[src/rtl/aes_mmio_slave.sv]
// ============================================================================
// Module   : aes_mmio_slave
// Purpose  : Bus-side responder for the AES/DMA window: CTRL/CONFIG registers,
//            2-entry DMA descriptor FIFO, AES start sequencing, latent STATUS reads.
// Revision : 1.0 - initial release
// ============================================================================
`default_nettype none

module aes_mmio_slave #(
    parameter logic [31:0] ADDR_CTRL     = 32'h4000_0000,
    parameter logic [31:0] ADDR_CONFIG   = 32'h4000_0004,
    parameter logic [31:0] ADDR_ADDR_SRC = 32'h4000_0008,
    parameter logic [31:0] ADDR_START    = 32'h4000_000C,
    parameter logic [31:0] ADDR_STATUS   = 32'h4000_0010,
    parameter int unsigned RD_LAT        = 2
) (
    input  logic         clk_i,
    input  logic         rst_i,
    input  logic         cs_i,
    input  logic         we_i,
    input  logic [31:0]  addr_i,
    input  logic [127:0] wdata_i,
    output logic [127:0] rdata_o,
    output logic         rvalid_o,
    output logic [31:0]  ctrl_o,
    output logic [31:0]  config_o,
    output logic         dma_valid_o,
    output logic [31:0]  dma_src_o,
    output logic [31:0]  dma_dst_o,
    output logic [31:0]  dma_cfg_o,
    input  logic         dma_ready_i,
    output logic         start_o,
    input  logic         core_busy_i,
    input  logic         core_done_i
);

    localparam logic [3:0] C_LAT_LOAD  = 4'(RD_LAT - 1);
    localparam logic [2:0] C_SEL_CTRL   = 3'd0;
    localparam logic [2:0] C_SEL_CONFIG = 3'd1;
    localparam logic [2:0] C_SEL_ZERO   = 3'd2;
    localparam logic [2:0] C_SEL_STATUS = 3'd3;

    typedef enum logic [1:0] {
        S_IDLE = 2'd0,
        S_WAIT = 2'd1,
        S_RESP = 2'd2
    } state_t;

    state_t      r_state;
    logic [3:0]  r_cnt;
    logic [2:0]  r_rd_sel;
    logic [31:0] r_ctrl;
    logic [31:0] r_config;
    logic        r_start_pend;
    logic        r_done;
    logic        r_err;

    logic [31:0] r_src [2];
    logic [31:0] r_dst [2];
    logic [31:0] r_cfg [2];
    logic        r_rd_ptr;
    logic        r_wr_ptr;
    logic [1:0]  r_count;

    logic        w_hit_ctrl, w_hit_config, w_hit_src, w_hit_start, w_hit_status;
    logic        w_hit;
    logic        w_wr;
    logic        w_rd_req;
    logic [2:0]  w_sel;
    logic        w_full;
    logic        w_nonempty;
    logic        w_pop;
    logic        w_push_req;
    logic        w_push_ok;
    logic        w_push_drop;
    logic        w_fire;
    logic        w_status_resp;
    logic [31:0] w_status;
    logic [127:0] w_rdata;
    logic        w_unused_wdata;

    assign w_hit_ctrl   = cs_i && (addr_i == ADDR_CTRL);
    assign w_hit_config = cs_i && (addr_i == ADDR_CONFIG);
    assign w_hit_src    = cs_i && (addr_i == ADDR_ADDR_SRC);
    assign w_hit_start  = cs_i && (addr_i == ADDR_START);
    assign w_hit_status = cs_i && (addr_i == ADDR_STATUS);
    assign w_hit = w_hit_ctrl | w_hit_config | w_hit_src | w_hit_start | w_hit_status;

    assign w_wr     = w_hit & we_i;
    assign w_rd_req = w_hit & ~we_i & (r_state == S_IDLE);

    always_comb begin
        w_sel = C_SEL_ZERO;
        if (w_hit_ctrl)        w_sel = C_SEL_CTRL;
        else if (w_hit_config) w_sel = C_SEL_CONFIG;
        else if (w_hit_status) w_sel = C_SEL_STATUS;
    end

    assign w_full      = (r_count == 2'd2);
    assign w_nonempty  = (r_count != 2'd0);
    assign w_pop       = w_nonempty & dma_ready_i;
    assign w_push_req  = w_wr & w_hit_src & wdata_i[96];
    // A pop in the same cycle frees the slot the full FIFO is about to overwrite.
    assign w_push_ok   = w_push_req & (~w_full | w_pop);
    assign w_push_drop = w_push_req & w_full & ~w_pop;

    assign w_fire        = r_start_pend & ~w_nonempty & ~core_busy_i;
    assign w_status_resp = (r_state == S_RESP) && (r_rd_sel == C_SEL_STATUS);

    assign w_status = {27'd0, r_err, w_full, w_nonempty, r_done, core_busy_i | r_start_pend};
    assign w_unused_wdata = ^wdata_i[127:97];

    always_ff @(posedge clk_i) begin
        if (rst_i) begin
            r_state  <= S_IDLE;
            r_cnt    <= 4'd0;
            r_rd_sel <= C_SEL_ZERO;
        end else begin
            case (r_state)
                S_IDLE: begin
                    if (w_rd_req) begin
                        r_state  <= S_WAIT;
                        r_cnt    <= C_LAT_LOAD;
                        r_rd_sel <= w_sel;
                    end
                end
                S_WAIT: begin
                    if (r_cnt == 4'd0) r_state <= S_RESP;
                    else               r_cnt   <= r_cnt - 4'd1;
                end
                S_RESP:  r_state <= S_IDLE;
                default: r_state <= S_IDLE;
            endcase
        end
    end

    always_ff @(posedge clk_i) begin
        if (rst_i) begin
            r_ctrl       <= 32'd0;
            r_config     <= 32'd0;
            r_start_pend <= 1'b0;
            r_done       <= 1'b0;
            r_err        <= 1'b0;
        end else begin
            if (w_wr && w_hit_ctrl)   r_ctrl   <= wdata_i[31:0];
            if (w_wr && w_hit_config) r_config <= wdata_i[31:0];

            // Firing takes priority, so a START written while pending is absorbed.
            if (w_fire)                  r_start_pend <= 1'b0;
            else if (w_wr && w_hit_start) r_start_pend <= 1'b1;

            if (core_done_i)        r_done <= 1'b1;
            else if (w_status_resp) r_done <= 1'b0;

            if (w_push_drop)        r_err <= 1'b1;
            else if (w_status_resp) r_err <= 1'b0;
        end
    end

    always_ff @(posedge clk_i) begin
        if (rst_i) begin
            r_rd_ptr <= 1'b0;
            r_wr_ptr <= 1'b0;
            r_count  <= 2'd0;
            for (int i = 0; i < 2; i++) begin
                r_src[i] <= 32'd0;
                r_dst[i] <= 32'd0;
                r_cfg[i] <= 32'd0;
            end
        end else begin
            if (w_push_ok) begin
                r_src[r_wr_ptr] <= wdata_i[31:0];
                r_dst[r_wr_ptr] <= wdata_i[63:32];
                r_cfg[r_wr_ptr] <= wdata_i[95:64];
                r_wr_ptr        <= ~r_wr_ptr;
            end
            if (w_pop) r_rd_ptr <= ~r_rd_ptr;
            r_count <= r_count + {1'b0, w_push_ok} - {1'b0, w_pop};
        end
    end

    always_comb begin
        w_rdata = 128'd0;
        if (r_state == S_RESP) begin
            case (r_rd_sel)
                C_SEL_CTRL:   w_rdata = {96'd0, r_ctrl};
                C_SEL_CONFIG: w_rdata = {96'd0, r_config};
                C_SEL_STATUS: w_rdata = {96'd0, w_status};
                default:      w_rdata = 128'd0;
            endcase
        end
    end

    assign rdata_o     = w_rdata;
    assign rvalid_o    = (r_state == S_RESP);
    assign ctrl_o      = r_ctrl;
    assign config_o    = r_config;
    assign dma_valid_o = w_nonempty;
    assign dma_src_o   = r_src[r_rd_ptr];
    assign dma_dst_o   = r_dst[r_rd_ptr];
    assign dma_cfg_o   = r_cfg[r_rd_ptr];
    assign start_o     = w_fire;

endmodule

`default_nettype wire
[config.mk]
export PLATFORM = sky130hd
export DESIGN_NAME = aes_mmio_slave
export DESIGN_NICKNAME = d
export VERILOG_FILES = /design/src/rtl/aes_mmio_slave.sv
export SDC_FILE = /design/constraint.sdc
export NUM_CORES = 1
export LEC_CHECK = 0
export CORE_MARGIN = 1
export CORE_UTILIZATION = 35
export DETAILED_ROUTE_END_ITERATION = 8
export GPL_ROUTABILITY_DRIVEN = 0
export PLACE_DENSITY = 0.78
export RECOVER_POWER = 50
export SYNTH_ARGS = -nofsm -noshare
export SYNTH_HDL_FRONTEND = slang
export SYNTH_SLANG_ARGS = --single-unit
[constraint.sdc]
create_clock -name clk_i -period 8.52 [get_ports clk_i]
set_clock_uncertainty 0.15 [all_clocks]
set_input_delay 1.704 -clock clk_i [delete_from_list [all_inputs] [get_ports clk_i]]
set_output_delay 1.704 -clock clk_i [all_outputs]
set_load 0.05 [all_outputs]
==> flow_summary.json <==
{
  "fp-row-count": 71,
  "overflow": 0,
  "p_leak_nw": 6.723,
  "hold_viol": 0,
  "worstHoldPathType": "reg -> reg",
  "rsz0062_at_grt": "no",
  "cp.required_ps": 8510,
  "synthArstFlopShare_pct": 0,
  "insertion_delay_ps": 560,
  "cts_root_buf": "clkbuf_16",
  "cts_tree": "done",
  "fill_cells": 3414,
  "slowest_stage": "clkbuf_1",
  "finalSetupViolations": 0,
  "floorplan.initialDensity_pct": 35.52,
  "vdd_drop_max_v": 0.0001117,
  "crit_type": "in -> reg",
  "route.detailed.drc": 0,
  "synth_area_sq_um": 13380,
  "worst_hold_slack_ps": 304.2,
  "io_pins": 458,
  "coreArea_sq_um": 37670,
  "tns_ps": 0,
  "wire_per_inst_um": 16.68,
  "cts_sinks": 272,
  "period_minus_slack_ps": 6173,
  "drive_gt1_share_pct": 11.39,
  "yosysTopAreaCell": "edfxtp_1",
  "r2r_cells": 5,
  "viasPerCell": 4.674,
  "dr.pass1.iters": 5,
  "start_kind": "input pin",
  "ys_ff_latch": 272,
  "worstPathArrival_ps": 6160,
  "die_h_um": 197.5,
  "cts_buffers": 31,
  "io_buffers": 330,
  "placed_area_sq_um": 16690,
  "drt-total-wl_um": 33440,
  "slowest_delay_ps": 2570,
  "ctsResizeCount": 0,
  "crit_chain": "buf_2, clkbuf_1, o21bai_1, clkbuf_2",
  "grt_pass1_vias": 9206,
  "relSlewSlack_pct": -148.0,
  "grt_max_degree": 119,
  "tightestPinTransition_ps": 3721,
  "whs_path_depth": 2,
  "synth-warning-count": 0,
  "ys_types": 48,
  "clock_path_buffers": 3,
  "grt.total_usage_pct": 16.44,
  "cts-hold-fix-buffers": 0,
  "syn_inst": 1175,
  "die_w_um": 197.5,
  "synth_area_leaders": "edfxtp_1 43%, dfxtp_1 12%, mux2_2 8.3%",
  "cp-end-kind": "flip-flop",
  "syn_to_final_growth_pct": 31.63,
  "synth_edf_count": 192,
  "maxCapViolCount": 4,
  "antenna_found_initial": 0,
  "violations": "max-capacitance violations, max-slew violations",
  "path_clk_slew_ps": 60,
  "nNetsFinal": 1641,
  "power_density_nw_per_um2": 171.7,
  "cts_max_level": 1,
  "seq_area_frac_synth_pct": 55.07,
  "critPathMaxFanout": 118,
  "synth_ff_type": "edfxtp_1",
  "grt_pass1_wl_um": 50580,
  "final_max_slew_viol_count": 277,
  "fmax_mhz": 162.0,
  "die-area_sq_um": 39010,
  "cts_setup_buffers": 0,
  "syn_area_per_cell_sq_um": 11.39,
  "period_share_pct": 72.45,
  "run_status": "finished, violations left",
  "final_cell_area_sq_um": 17610,
  "ant_nets": 0,
  "synth_top_area_share_pct": 43.10,
  "drt_iter0_drc": 350,
  "dp_hpwl_um": 22310,
  "insertedDiodeCount": 0,
  "via_count": 9366
}
## worst paths after layout
kind / from / slack [ps] / end
min reg2reg: r_err / 300 / r_err
max: rst_i / 2350 / r_cfg[1][16]
max reg2reg: r_count[1] / 5300 / r_cfg[1][16]
min: r_err / 300 / r_err
## layout make-up
class                           count  area, sq um  share of cell area [%]
Multi-Input combinational cell    719         4872                   27.67
Tap cell                          511        639.4                   3.631
Inverter                          103        386.6                   2.196
Clock inverter                     20        161.4                  0.9166
Sequential cell                   272         7368                   41.84
Clock buffer                       36        794.5                   4.512
Timing Repair Buffer              343         3387                   19.23
## synth_stat cells, types with 2 or more instances
library cell    n
nor2_1         41
buf_2          11
ha_1            4
edfxtp_1      192
mux2i_1        92
a21oi_1         9
nand2_1         5
nor2b_1         3
nand2b_1      100
and3_1          6
buf_6          11
xnor2_1         3
nand3_1         5
dfxtp_1        80
nor3_1        200
nor4_4          2
nand3b_1        2
mux2_2         99
buf_4          96
inv_1         103
buf_1           9
nor3b_1         9
o21ai_0         3
nor4_1          7
o21bai_1        2
clkbuf_1       49
nand4_1         5
or3_1           2
and2_1          4
xor2_1          3
## cells by family (layout without fill, tap and decap cells)
group                      count (synthesis)  after routing  synth area share (%)
and+or+nand+nor                          402            402                 16.66
AOI/OAI and AO/OA                         19             19                0.9072
xor gates and xnor gates                   6              6                0.3929
buffers and inverters                    279            502                 11.24
muxes                                    192            192                 15.33
other                                      1             96               0.02803
adders and majority gates                  4              4                0.3741
DFF                                      272            272                 55.07
## stage by stage
stage	setup WS (ps)	std cells	power (mW)	util, %
final	2347	2004	3.023	46.75
after CTS	3201	2004	3.061	46.85
after floorplan	295.1	1270	1.716	-
after global placement	3203	1948	1.788	44.32
after global routing	1802	2004	3.128	46.75
after detailed placement	3203	1948	1.793	44.32
## power by group
part | leakage (nW) | switching, mW | internal (mW) | total (mW)
Combinational | 3.68 | 0.211 | 0.0992 | 0.310
Sequential | 2.59 | 0.00812 | 1.45 | 1.45
Clock | 0.457 | 0.532 | 0.726 | 1.26
## worst max-delay path, delay by kind of cell
kind                   cells  cell delay (ps)
buffers and inverters      3             3860
AOI/OAI and AO/OA          1              480
## cell usage in the layout, fill, tap and decap left out, types with 3 or more instances in the layout
| cell | synthesis | final |
|---|---|---|
| and2_1 | 4 | 4 |
| dfxtp_1 | 80 | 79 |
| nand2_1 | 5 | 5 |
| mux2i_1 | 92 | 92 |
| nand2b_1 | 100 | 100 |
| nor2b_1 | 3 | 3 |
| clkdlybuf4s50_1 | 0 | 239 |
| buf_4 | 96 | 10 |
| dlygate4sd3_1 | 0 | 90 |
| conb_1 | 1 | 96 |
| mux2_2 | 99 | 99 |
| clkinv_1 | 0 | 5 |
| xnor2_1 | 3 | 3 |
| clkbuf_16 | 0 | 31 |
| o21ai_0 | 3 | 3 |
| edfxtp_1 | 192 | 192 |
| clkinvlp_4 | 0 | 4 |
| nor4_1 | 7 | 7 |
| clkbuf_1 | 49 | 6 |
| nor3b_1 | 9 | 9 |
| ha_1 | 4 | 4 |
| nand3_1 | 5 | 4 |
| and3_1 | 6 | 6 |
| xor2_1 | 3 | 3 |
| nor2_1 | 41 | 41 |
| clkinv_2 | 0 | 6 |
| inv_1 | 103 | 103 |
| a21oi_1 | 9 | 9 |
| nor3_1 | 200 | 200 |
| nand4_1 | 5 | 5 |
## routing by layer
layer  share of wire, %  GRT usage [%]
met1                 44          21.08
met2                 47          27.92
met3                5.7          2.715
met4                2.9          5.685
met5                  0              0
## flip-flops by register name, indices dropped and copies added, names as in the netlist, named ones only
| name | count |
|---|---|
| config_o | 32 |
| ctrl_o | 32 |
| r_cfg | 64 |
| r_cnt | 4 |
| r_count | 2 |
| r_done | 1 |
| r_dst | 64 |
| r_err | 1 |
| r_rd_ptr | 1 |
| r_rd_sel | 2 |
| r_src | 64 |
| r_start_pend | 1 |
| r_state | 2 |
| r_wr_ptr | 1 |
(Power assumes the default switching activity.)
